## src/rtl/focus_pkg.sv

```systemverilog
// Shared types and helpers for the focus-metric pipeline: FSM state encoding,
// default accumulator widths and a saturating adder.
package focus_pkg;

    typedef enum logic {
        SYNC = 1'b0,
        RUN  = 1'b1
    } fm_state_t;

    localparam int SUM_W_DEF = 32;
    localparam int CNT_W_DEF = 20;

    // Operands are zero-extended into 64 bits; callers truncate the result back.
    function automatic logic [63:0] sat_add(input logic [63:0] a,
                                            input logic [63:0] b,
                                            input logic [63:0] max_val);
        if (a >= max_val || b > (max_val - a)) begin
            return max_val;
        end
        return a + b;
    endfunction

endpackage

```

## src/rtl/vga_pixel_counter.sv

```systemverilog
// Tracks pixel column/row from registered blank/vsync and flags line ends and
// vsync falling edges; reusable by any stage fed the delayed sync signals.
module vga_pixel_counter #(
    parameter int WIDTH  = 800,
    parameter int HEIGHT = 480,
    parameter int X_W    = $clog2(WIDTH + 1),
    parameter int Y_W    = $clog2(HEIGHT + 1)
) (
    input  logic           VGA_CLK,
    input  logic           reset,
    input  logic           blank_q,
    input  logic           vs_q,
    output logic [X_W-1:0] x,
    output logic [Y_W-1:0] y,
    output logic           line_end,
    output logic           vs_fall
);

    logic blank_d;
    logic vs_d;

    assign vs_fall  = ~vs_q & vs_d;
    assign line_end = ~blank_q & blank_d;

    // x and y saturate so over-long lines or frames never wrap back into the ROI.
    always_ff @(posedge VGA_CLK) begin
        if (reset) begin
            blank_d <= 1'b0;
            vs_d    <= 1'b1;
            x       <= '0;
            y       <= '0;
        end else begin
            blank_d <= blank_q;
            vs_d    <= vs_q;
            if (vs_fall) begin
                x <= '0;
                y <= '0;
            end else if (line_end) begin
                x <= '0;
                if (y != Y_W'(HEIGHT)) begin
                    y <= y + Y_W'(1);
                end
            end else if (blank_q && (x != X_W'(WIDTH))) begin
                x <= x + X_W'(1);
            end
        end
    end

endmodule

```

## src/rtl/focus_metric_accumulator.sv

```systemverilog
// Per-frame thresholded edge-energy sum/count inside a centre ROI, with a
// running peak of the frame sums; drives the auto-focus metric.
module focus_metric_accumulator
    import focus_pkg::*;
#(
    parameter int WIDTH  = 800,
    parameter int HEIGHT = 480,
    parameter int ROI_X0 = 200,
    parameter int ROI_X1 = 599,
    parameter int ROI_Y0 = 120,
    parameter int ROI_Y1 = 359,
    parameter int SUM_W  = SUM_W_DEF,
    parameter int CNT_W  = CNT_W_DEF
) (
    input  logic             VGA_CLK,
    input  logic             reset,
    input  logic [7:0]       edge_in,
    input  logic             blank_n,
    input  logic             vs,
    input  logic [7:0]       threshold,
    input  logic             clear_peak,
    output logic [SUM_W-1:0] frame_sum,
    output logic [CNT_W-1:0] frame_count,
    output logic             frame_valid,
    output logic [SUM_W-1:0] peak_sum,
    output logic             new_peak,
    output fm_state_t        state_dbg
);

    localparam int X_W = $clog2(WIDTH + 1);
    localparam int Y_W = $clog2(HEIGHT + 1);
    localparam logic [63:0] SUM_MAX = (64'd1 << SUM_W) - 64'd1;
    localparam logic [63:0] CNT_MAX = (64'd1 << CNT_W) - 64'd1;

    logic [7:0]       edge_q;
    logic             blank_q;
    logic             vs_q;
    logic [X_W-1:0]   x;
    logic [Y_W-1:0]   y;
    logic             line_end;
    logic             vs_fall;
    fm_state_t        state_q;
    fm_state_t        state_d;
    logic [SUM_W-1:0] sum;
    logic [CNT_W-1:0] count;
    logic [SUM_W-1:0] sum_hold;
    logic [CNT_W-1:0] cnt_hold;
    logic             latch_pending;
    logic             frame_end;
    logic             in_roi;
    logic             qualify;
    logic [SUM_W-1:0] peak_base;

    always_ff @(posedge VGA_CLK) begin
        if (reset) begin
            edge_q  <= '0;
            blank_q <= 1'b0;
            vs_q    <= 1'b1;
        end else begin
            edge_q  <= edge_in;
            blank_q <= blank_n;
            vs_q    <= vs;
        end
    end

    vga_pixel_counter #(
        .WIDTH  (WIDTH),
        .HEIGHT (HEIGHT),
        .X_W    (X_W),
        .Y_W    (Y_W)
    ) u_pix_cnt (
        .VGA_CLK  (VGA_CLK),
        .reset    (reset),
        .blank_q  (blank_q),
        .vs_q     (vs_q),
        .x        (x),
        .y        (y),
        .line_end (line_end),
        .vs_fall  (vs_fall)
    );

    always_ff @(posedge VGA_CLK) begin
        if (reset) begin
            state_q <= SYNC;
        end else begin
            state_q <= state_d;
        end
    end

    // SYNC discards the partial frame seen after reset; the first vsync edge arms RUN.
    always_comb begin
        state_d = state_q;
        if (vs_fall) begin
            state_d = RUN;
        end
    end

    assign state_dbg = state_q;
    assign frame_end = (state_q == RUN) && vs_fall;

    always_comb begin
        in_roi = (x >= X_W'(ROI_X0)) && (x <= X_W'(ROI_X1)) &&
                 (y >= Y_W'(ROI_Y0)) && (y <= Y_W'(ROI_Y1)) &&
                 (x < X_W'(WIDTH));
        // The vsync edge wins over a pixel arriving in the same cycle.
        qualify = (state_q == RUN) && blank_q && !vs_fall && in_roi &&
                  (edge_q >= threshold);
    end

    always_ff @(posedge VGA_CLK) begin
        if (reset || vs_fall) begin
            sum   <= '0;
            count <= '0;
        end else if (qualify) begin
            sum   <= SUM_W'(sat_add(64'(sum), 64'(edge_q), SUM_MAX));
            count <= CNT_W'(sat_add(64'(count), 64'd1, CNT_MAX));
        end
    end

    always_ff @(posedge VGA_CLK) begin
        if (reset) begin
            latch_pending <= 1'b0;
            sum_hold      <= '0;
            cnt_hold      <= '0;
        end else begin
            latch_pending <= frame_end;
            if (frame_end) begin
                sum_hold <= sum;
                cnt_hold <= count;
            end
        end
    end

    // A clear arriving with the latch takes effect first, so the compare is against zero.
    always_comb begin
        peak_base = peak_sum;
        if (clear_peak) begin
            peak_base = '0;
        end
    end

    // frame_valid is a single-cycle strobe; frame_sum/frame_count hold until the next one.
    always_ff @(posedge VGA_CLK) begin
        if (reset) begin
            frame_sum   <= '0;
            frame_count <= '0;
            frame_valid <= 1'b0;
            peak_sum    <= '0;
            new_peak    <= 1'b0;
        end else begin
            frame_valid <= latch_pending;
            new_peak    <= 1'b0;
            if (clear_peak) begin
                peak_sum <= '0;
            end
            if (latch_pending) begin
                frame_sum   <= sum_hold;
                frame_count <= cnt_hold;
                if (sum_hold > peak_base) begin
                    peak_sum <= sum_hold;
                    new_peak <= 1'b1;
                end
            end
        end
    end

endmodule

```

## config.mk

```make
export PLATFORM = sky130hd
export DESIGN_NAME = focus_metric_accumulator
export DESIGN_NICKNAME = d
export VERILOG_FILES = /design/src/rtl/focus_pkg.sv /design/src/rtl/vga_pixel_counter.sv /design/src/rtl/focus_metric_accumulator.sv
export SDC_FILE = /design/constraint.sdc
export NUM_CORES = 1
export LEC_CHECK = 0
export CORE_MARGIN = 3
export CORE_UTILIZATION = 61
export CTS_CLUSTER_DIAMETER = 150
export CTS_CLUSTER_SIZE = 12
export DETAILED_ROUTE_END_ITERATION = 12
export PLACE_DENSITY = 0.82
export SYNTH_ARGS = -nofsm -noshare
export SYNTH_HDL_FRONTEND = slang
export SYNTH_SLANG_ARGS = --single-unit
```

## constraint.sdc

```tcl
create_clock -name VGA_CLK -period 6.35 [get_ports VGA_CLK]
set_clock_uncertainty 0.05 [all_clocks]
set_input_delay 1.5875 -clock VGA_CLK [delete_from_list [all_inputs] [get_ports VGA_CLK]]
set_output_delay 1.5875 -clock VGA_CLK [all_outputs]
set_load 0.005 [all_outputs]
```

==> metrics.csv, run 1 <==
stage,metric,value,unit
route,vias per inst,5.78,
route,Pre-antenna DRT Iters,5,
logic_synthesis,asr flop ratio synth,0,%
min_path,hold path start,vs_q$_SDFF_PP1_,
logic_synthesis,register area share after synthesis,43.0,%
cells_and_area,Nets,1374,
route,Wirelength per Cell,15.4,um
global_route,largest net degree at the start of global routing,104,
setup_path,Reg-to-Reg Start,sum[1]$_SDFFE_PP0P_,
clock_tree,CTS tree,done,
setup_path,crit path DAT,5.22,ns
global_route,vias in the first global route,8205,
route,wire length on met1,10700,um
timing,Least-Margin Pin Slew,1.21,ns
logic_synthesis,post-synthesis register bit count,223,
cells_and_area,share of cells above drive strength 1,6.39,%
timing,setup violators final,0,
placement,Final Wtd Congestion,0.907,
timing,Fin Setup TNS,0,ns
cells_and_area,"Core Util, Final",72.9,%
setup_path,FF-to-FF setup slack,2.95,ns
setup_path,Worst R2R End,sum[15]$_SDFFE_PP0P_,
logic_synthesis,Syn Area/Cell,8.49,um2
run,Max Cap Viol,0,
route,met3 WL,1280,um
die,FP Rows,47,
logic_synthesis,Netlist cell types,63,
logic_synthesis,post-synthesis cell area,10400,um2
min_path,worst hold-check path type,flip-flop to flip-flop,
setup_path,Worst setup EP type,flip-flop,
global_route,global-route wire length before repair,39000,um
cells_and_area,fill cell count,1304,
timing,max_slew headroom,17.3,%
setup_path,"Max FO, Critical Path",28,
timing,Tcrit/Tclk final,76.2,%
die,die width,137,um
placement,buffers added on ports,107,
min_path,hold path cells,1,
route,final wirelength,23400,um
clock_tree,Worst-path clk slew,0.06,ns
timing,fin crit period,4.84,ns
die,Core Footprint,16600,um2
placement,HPWL after detailed placement,15900,um
timing,fmax,207,MHz
setup_path,crit path launch,clear_peak,
global_route,all-layer global routing usage,25.0,%
route,highest routed layer,met4,
logic_synthesis,Post-synth EDFFs,0,
clock_tree,clk sinks,223,
clock_tree,Worst-Skew Late Latency,0.50,ns
clock_tree,root buffer cell,clkbuf_16,
clock_tree,cells resized by post-CTS repair,0,
die,total die area,18600,um2
die,Initial Util,62.4,%
clock_tree,setup repair bufs after CTS,0,
die,die height,137,um
power_and_ir_drop,Pleak,0.00424,uW
logic_synthesis,Yosys warning count,0,
timing,unrepaired setup endpoints after global routing,false,
global_route,gr ovfl total,0,
setup_path,"Data required, critical path",6.73,ns
global_route,initial antenna violation count,0,
min_path,WHS Endpoint,u_pix_cnt.vs_d$_SDFF_PP1_,
route,total vias in the final route,8768,
cells_and_area,area delta synth->final,16.8,%
cells_and_area,number of antenna diodes,0,
route,Post-route DRC,0,
setup_path,reg2reg path depth,8,
logic_synthesis,syn nets,1300,
setup_path,WS Path Type,primary input to flip-flop,
timing,final hold viol count,0,
power_and_ir_drop,pwr dens,216,nW/um2
logic_synthesis,ys flop type,dfxtp_1,
die,io pins,108,
route,Post-DRT Antenna Nets,0,
timing,"Slew Viols, Final",0,
route,1st-iter DRT viols,593,
clock_tree,Clock Path Buffers,3,
clock_tree,cts bufs inserted,22,
route,WL met2,11000,um
run_status,status,completed,
setup_path,Startpoint Class,primary input,
clock_tree,H-tree depth,1,
clock_tree,Hold Buf Count CTS,0,
logic_synthesis,Mapped Cells,1224,
power_and_ir_drop,worst vdd ir,211,uV
power by group:
| part | leakage, uW | switching [uW] | total (uW) | internal (uW) |
|---|---|---|---|---|
| combinational | 0.00216 | 52.8 | 85.3 | 32.5 |
| sequential | 0.00180 | 4.96 | 1410 | 1400 |
| clock | 0.000284 | 496 | 1130 | 635 |
| total | 0.00424 | 553 | 2630 | 2070 |
routing by layer:
layer	global-route usage, %	vias up
met3	3.35	49
met2	41.5	259
met1	34.2	4097
met4	6.89	0
met5	0	-
li1	-	4363
how the worst max path moves through the flow:
stage	slack [ns]	to	depth (start not counted)
floorplan	2.10	peak_sum[23]$_SDFF_PP0_	11
global placement	1.16	peak_sum[25]$_SDFF_PP0_	11
detailed placement	1.06	peak_sum[30]$_SDFF_PP0_	11
CTS	1.57	peak_sum[19]$_SDFF_PP0_	11
global route	1.38	peak_sum[27]$_SDFF_PP0_	11
finish	1.51	peak_sum[19]$_SDFF_PP0_	11
metrics by stage:
stage	instance area (um2)	power, uW	worst slack (ns)	hold slack (ns)	std cells
2_1_floorplan	10400	1500	2.10	0.368	1224
3_3_place_gp	11500	1520	1.16	0.376	1494
3_5_place_dp	11500	1530	1.06	0.385	1494
4_1_cts	12100	2650	1.57	0.401	1518
5_1_grt	12100	2710	1.38	0.415	1518
6_report	12100	2630	1.51	0.397	1518
logic make-up after synthesis:
group                    after synthesis  synth area share (%)
AO/OA/AOI/OAI                        210                  12.1
XOR/XNOR                              30                  2.53
adder cells (fa/ha/maj)               55                  6.70
buffers and inverters                122                  4.61
flip-flops                           223                  43.0
multiplexers                          87                  8.75
AND/OR/NAND/NOR                      497                  22.3
worst max-delay path, stage by stage:
cell and delay [ns]:
clkdlybuf4s50_1 0.61, nand2b_1 0.27, ha_1 0.32, nand4_1 0.15, nor4_1 0.44, nand2_1 0.17
or4b_2 0.71, o211ai_2 0.19, buf_12 0.26, mux2_2 0.38, nor2_1 0.10
registers in the layout (all words and copies together), names as in the netlist, 8 cells and up:
name         cells
u_pix_cnt.x     10
peak_sum        32
edge_q           8
frame_sum       32
sum             32
frame_count     20
u_pix_cnt.y      9
sum_hold        32
count           20
cnt_hold        20
Yosys cell counts (all sizes together) (19+ instances only):
cell type	n	area, um2
a21oi	105	526
clkbuf	56	210
dfxtp	223	4460
ha	54	676
inv	57	214
mux2	31	349
mux2i	56	561
nand2	153	574
nand2b	34	213
nand3	29	145
nand4	37	231
nor2	160	601
nor3	19	95.1
o21ai	38	190
cell usage in the layout, fill, tap and decap left out, types with 17 or more instances in the layout:
| cell type | n |
|---|---|
| nand3_1 | 29 |
| dfxtp_1 | 222 |
| o21ai_0 | 38 |
| inv_1 | 57 |
| clkdlybuf4s50_1 | 106 |
| ha_1 | 54 |
| mux2_2 | 31 |
| nand2b_1 | 34 |
| nand4_1 | 37 |
| nand2_1 | 153 |
| xor2_1 | 17 |
| nor3_1 | 18 |
| mux2i_1 | 56 |
| nor2_1 | 160 |
| clkbuf_16 | 23 |
| a21oi_1 | 105 |
| nor2b_1 | 18 |
cell type report:
type / count / area, um2 / area share (%)
flip-flops and latches: 223 / 4470 / 36.8
clock buffers: 23 / 576 / 4.74
multi-input cells: 879 / 5450 / 44.9
inverters: 57 / 214 / 1.76
clock inverters: 1 / 7.51 / 0.0619
repair buffers: 115 / 1140 / 9.41
well taps: 220 / 275 / 2.27
Power figures use the tool's default switching activity.
==> run 2, diff against run 1 <==
--- a/config.mk
+++ b/config.mk
@@ -6,11 +6,11 @@
 export NUM_CORES = 1
 export LEC_CHECK = 0
 export CORE_MARGIN = 3
-export CORE_UTILIZATION = 61
+export CORE_UTILIZATION = 57
 export CTS_CLUSTER_DIAMETER = 150
 export CTS_CLUSTER_SIZE = 12
 export DETAILED_ROUTE_END_ITERATION = 12
-export PLACE_DENSITY = 0.82
+export PLACE_DENSITY = 0.77
 export SYNTH_ARGS = -nofsm -noshare
 export SYNTH_HDL_FRONTEND = slang
 export SYNTH_SLANG_ARGS = --single-unit
==> constraint.sdc (replaced) <==
create_clock -name VGA_CLK -period 4.75 [get_ports VGA_CLK]
set_clock_uncertainty 0.05 [all_clocks]
set_input_delay 1.1875 -clock VGA_CLK [delete_from_list [all_inputs] [get_ports VGA_CLK]]
set_output_delay 1.1875 -clock VGA_CLK [all_outputs]
set_load 0.005 [all_outputs]
==> run 2 against run 1 <==
  * Register-to-register slack got worse by 1.3 ns
  * First-iteration DRC count decreased by 19%
  * Hold slack improved by 0.0078 ns
  * Critical endpoint is now peak_sum[4]$_SDFF_PP0_
  * Largest power group unchanged
==> metrics.csv, run 2 (synthesis gave the netlist of run 1 again) <==
stage,metric,value,unit
power_and_ir_drop,Internal,2770,uW
min_path,WHS Endpoint,cnt_hold[19]$_SDFFE_PP0P_,
die,die height,141,um
run,Max Cap Viol,0,
timing,Fin Setup TNS,0,ns
timing,final hold viol count,0,
clock_tree,Clock Path Buffers,3,
cells_and_area,final std cells w/o fill,1526,
setup_path,crit-path max cell delay,0.70,ns
clock_tree,Worst-path clk slew,0.06,ns
clock_tree,root buffer cell,clkbuf_16,
global_route,gr ovfl total,0,
clock_tree,cts bufs inserted,22,
route,Post-route DRC,0,
die,FP Rows,48,
timing,fmax,237,MHz
cells_and_area,"most common cell after layout, fill and taps aside",dfxtp_1,
route,total vias in the final route,8699,
timing,final hold slack,0.405,ns
setup_path,FF-to-FF setup slack,1.63,ns
setup_path,WS Path Type,primary input to flip-flop,
setup_path,"Max FO, Critical Path",16,
setup_path,Reg-to-Reg Start,sum[3]$_SDFFE_PP0P_,
die,io pins,108,
global_route,global-route wire length before repair,39100,um
clock_tree,CTS tree,done,
global_route,vias in the first global route,8054,
die,Initial Util,59.0,%
timing,fin crit period,4.21,ns
setup_path,crit path DAT,4.59,ns
route,Post-DRT Antenna Nets,0,
cells_and_area,share of cells above drive strength 1,6.61,%
setup_path,"Data required, critical path",5.13,ns
clock_tree,Hold Buf Count CTS,0,
setup_path,Worst setup EP type,flip-flop,
placement,buffers added on ports,107,
run_status,status,completed,
timing,max_slew headroom,31.7,%
power_and_ir_drop,Pleak,0.00426,uW
timing,unrepaired setup endpoints after global routing,false,
power_and_ir_drop,pwr dens,288,nW/um2
power_and_ir_drop,worst vdd ir,262,uV
timing,setup violators final,0,
timing,"Slew Viols, Final",0,
cells_and_area,number of antenna diodes,0,
route,1st-iter DRT viols,481,
setup_path,Worst R2R End,sum[15]$_SDFFE_PP0P_,
setup_path,"Cell Chain, Critical Path",clkdlybuf4s50_1 > nand2b_1 > ha_1 > nand4_1 > nor4_1 > nand2_1 > or4b_2 > o211ai_2 > buf_12 > mux2_2 > nor2_1,
min_path,worst hold-check path type,flip-flop to flip-flop,
die,Core Footprint,17600,um2
cells_and_area,post-route cell area,12200,um2
route,final wirelength,23100,um
route,Pre-antenna DRT Iters,5,
route,vias per inst,5.70,
global_route,all-layer global routing usage,23.0,%
min_path,hold path start,cnt_hold[19]$_SDFFE_PP0P_,
power_and_ir_drop,combinational share of power,3.2,%
cells_and_area,most frequent cells in the layout,"dfxtp_1 (222), nor2_1 (160), nand2_1 (153)",
clock_tree,setup repair bufs after CTS,0,
clock_tree,cells resized by post-CTS repair,0,
global_route,largest net degree at the start of global routing,98,
placement,Final Wtd Congestion,0.850,
placement,HPWL after detailed placement,16100,um
setup_path,crit-path leading delay family,simple AND/OR/NAND/NOR gates,
min_path,hold path cells,2,
setup_path,slowest cell on the critical path,or4b_2,
power_and_ir_drop,Seq pwr share,53.8,%
power_and_ir_drop,net load switching power,734,uW
setup_path,number of buffer and inverter stages on the critical path,2,
route,Wirelength per Cell,15.2,um
global_route,initial antenna violation count,0,
timing,Tcrit/Tclk final,88.7,%
placement,DP Cell Count,1502,
power_and_ir_drop,Clock power frac,43.0,%
setup_path,Startpoint Class,primary input,
cells_and_area,Nets,1377,
die,die width,141,um
clock_tree,H-tree depth,1,
timing,Least-Margin Pin Slew,1.02,ns
power_and_ir_drop,Sw Ratio,20.9,%
clock_tree,Worst-Skew Late Latency,0.51,ns
placement,DP Area,11600,um2
clock_tree,clk sinks,223,
cells_and_area,area delta synth->final,17.3,%
setup_path,reg2reg path depth,9,
die,total die area,19900,um2
[run 2: layout make-up]
cell class | instances | area, um2
flip-flops and latches | 223 | 4470
clock inverters | 1 | 7.51
well taps | 225 | 282
clock buffers | 23 | 576
repair buffers | 118 | 1190
inverters | 57 | 214
fillers | 1436 | 5410
multi-input cells | 879 | 5450
[run 2: power groups by stage]
| stage | logic (uW) | registers, uW | clock network [uW] |
|---|---|---|---|
| 2_1_floorplan | 78.0 | 1920 | 0 |
| 3_3_place_gp | 112 | 1930 | 0 |
| 3_5_place_dp | 113 | 1930 | 0 |
| 4_1_cts | 114 | 1890 | 1550 |
| 5_1_grt | 126 | 1890 | 1610 |
| 6_report | 112 | 1890 | 1510 |
[run 2: worst max path at each step]
stage	startpoint	depth (start not counted)	end	slack, ns
5_1_grt	clear_peak	11	peak_sum[4]$_SDFF_PP0_	0.36
2_1_floorplan	clear_peak	11	peak_sum[23]$_SDFF_PP0_	0.90
3_5_place_dp	clear_peak	11	peak_sum[22]$_SDFF_PP0_	0.03
3_3_place_gp	clear_peak	11	peak_sum[27]$_SDFF_PP0_	0.16
4_1_cts	clear_peak	11	peak_sum[4]$_SDFF_PP0_	0.54
6_report	clear_peak	11	peak_sum[4]$_SDFF_PP0_	0.54
[run 2: metal layers]
layer,global-route usage (%),wire length (um),up-vias
li1,-,-,4373
met1,32.3,11000,4035
met2,37.1,10400,252
met3,3.02,1230,39
met4,7.09,503,0
met5,0,0,-
[run 2: worst min-delay path, stage by stage, from the launching register on]
cell	delay, ns
dfxtp_1	0.31
nand2_1	0.05
a21oi_1	0.05
[run 2: through the flow]
step	util (%)	setup WS, ns	power, uW
2_1_floorplan	-	0.904	2000
6_report	69.2	0.536	3500
5_1_grt	69.2	0.362	3630
4_1_cts	69.2	0.545	3550
3_3_place_gp	65.9	0.157	2040
3_5_place_dp	65.9	0.0342	2040
==> run 3, diff against run 2 <==
--- a/config.mk
+++ b/config.mk
@@ -5,6 +5,7 @@
 export SDC_FILE = /design/constraint.sdc
 export NUM_CORES = 1
 export LEC_CHECK = 0
+export CAP_MARGIN = 10
 export CORE_MARGIN = 3
 export CORE_UTILIZATION = 57
 export CTS_CLUSTER_DIAMETER = 150
==> results of run 3 <==
Same layout as run 2: the final DEF is identical, and so are final timing and power.
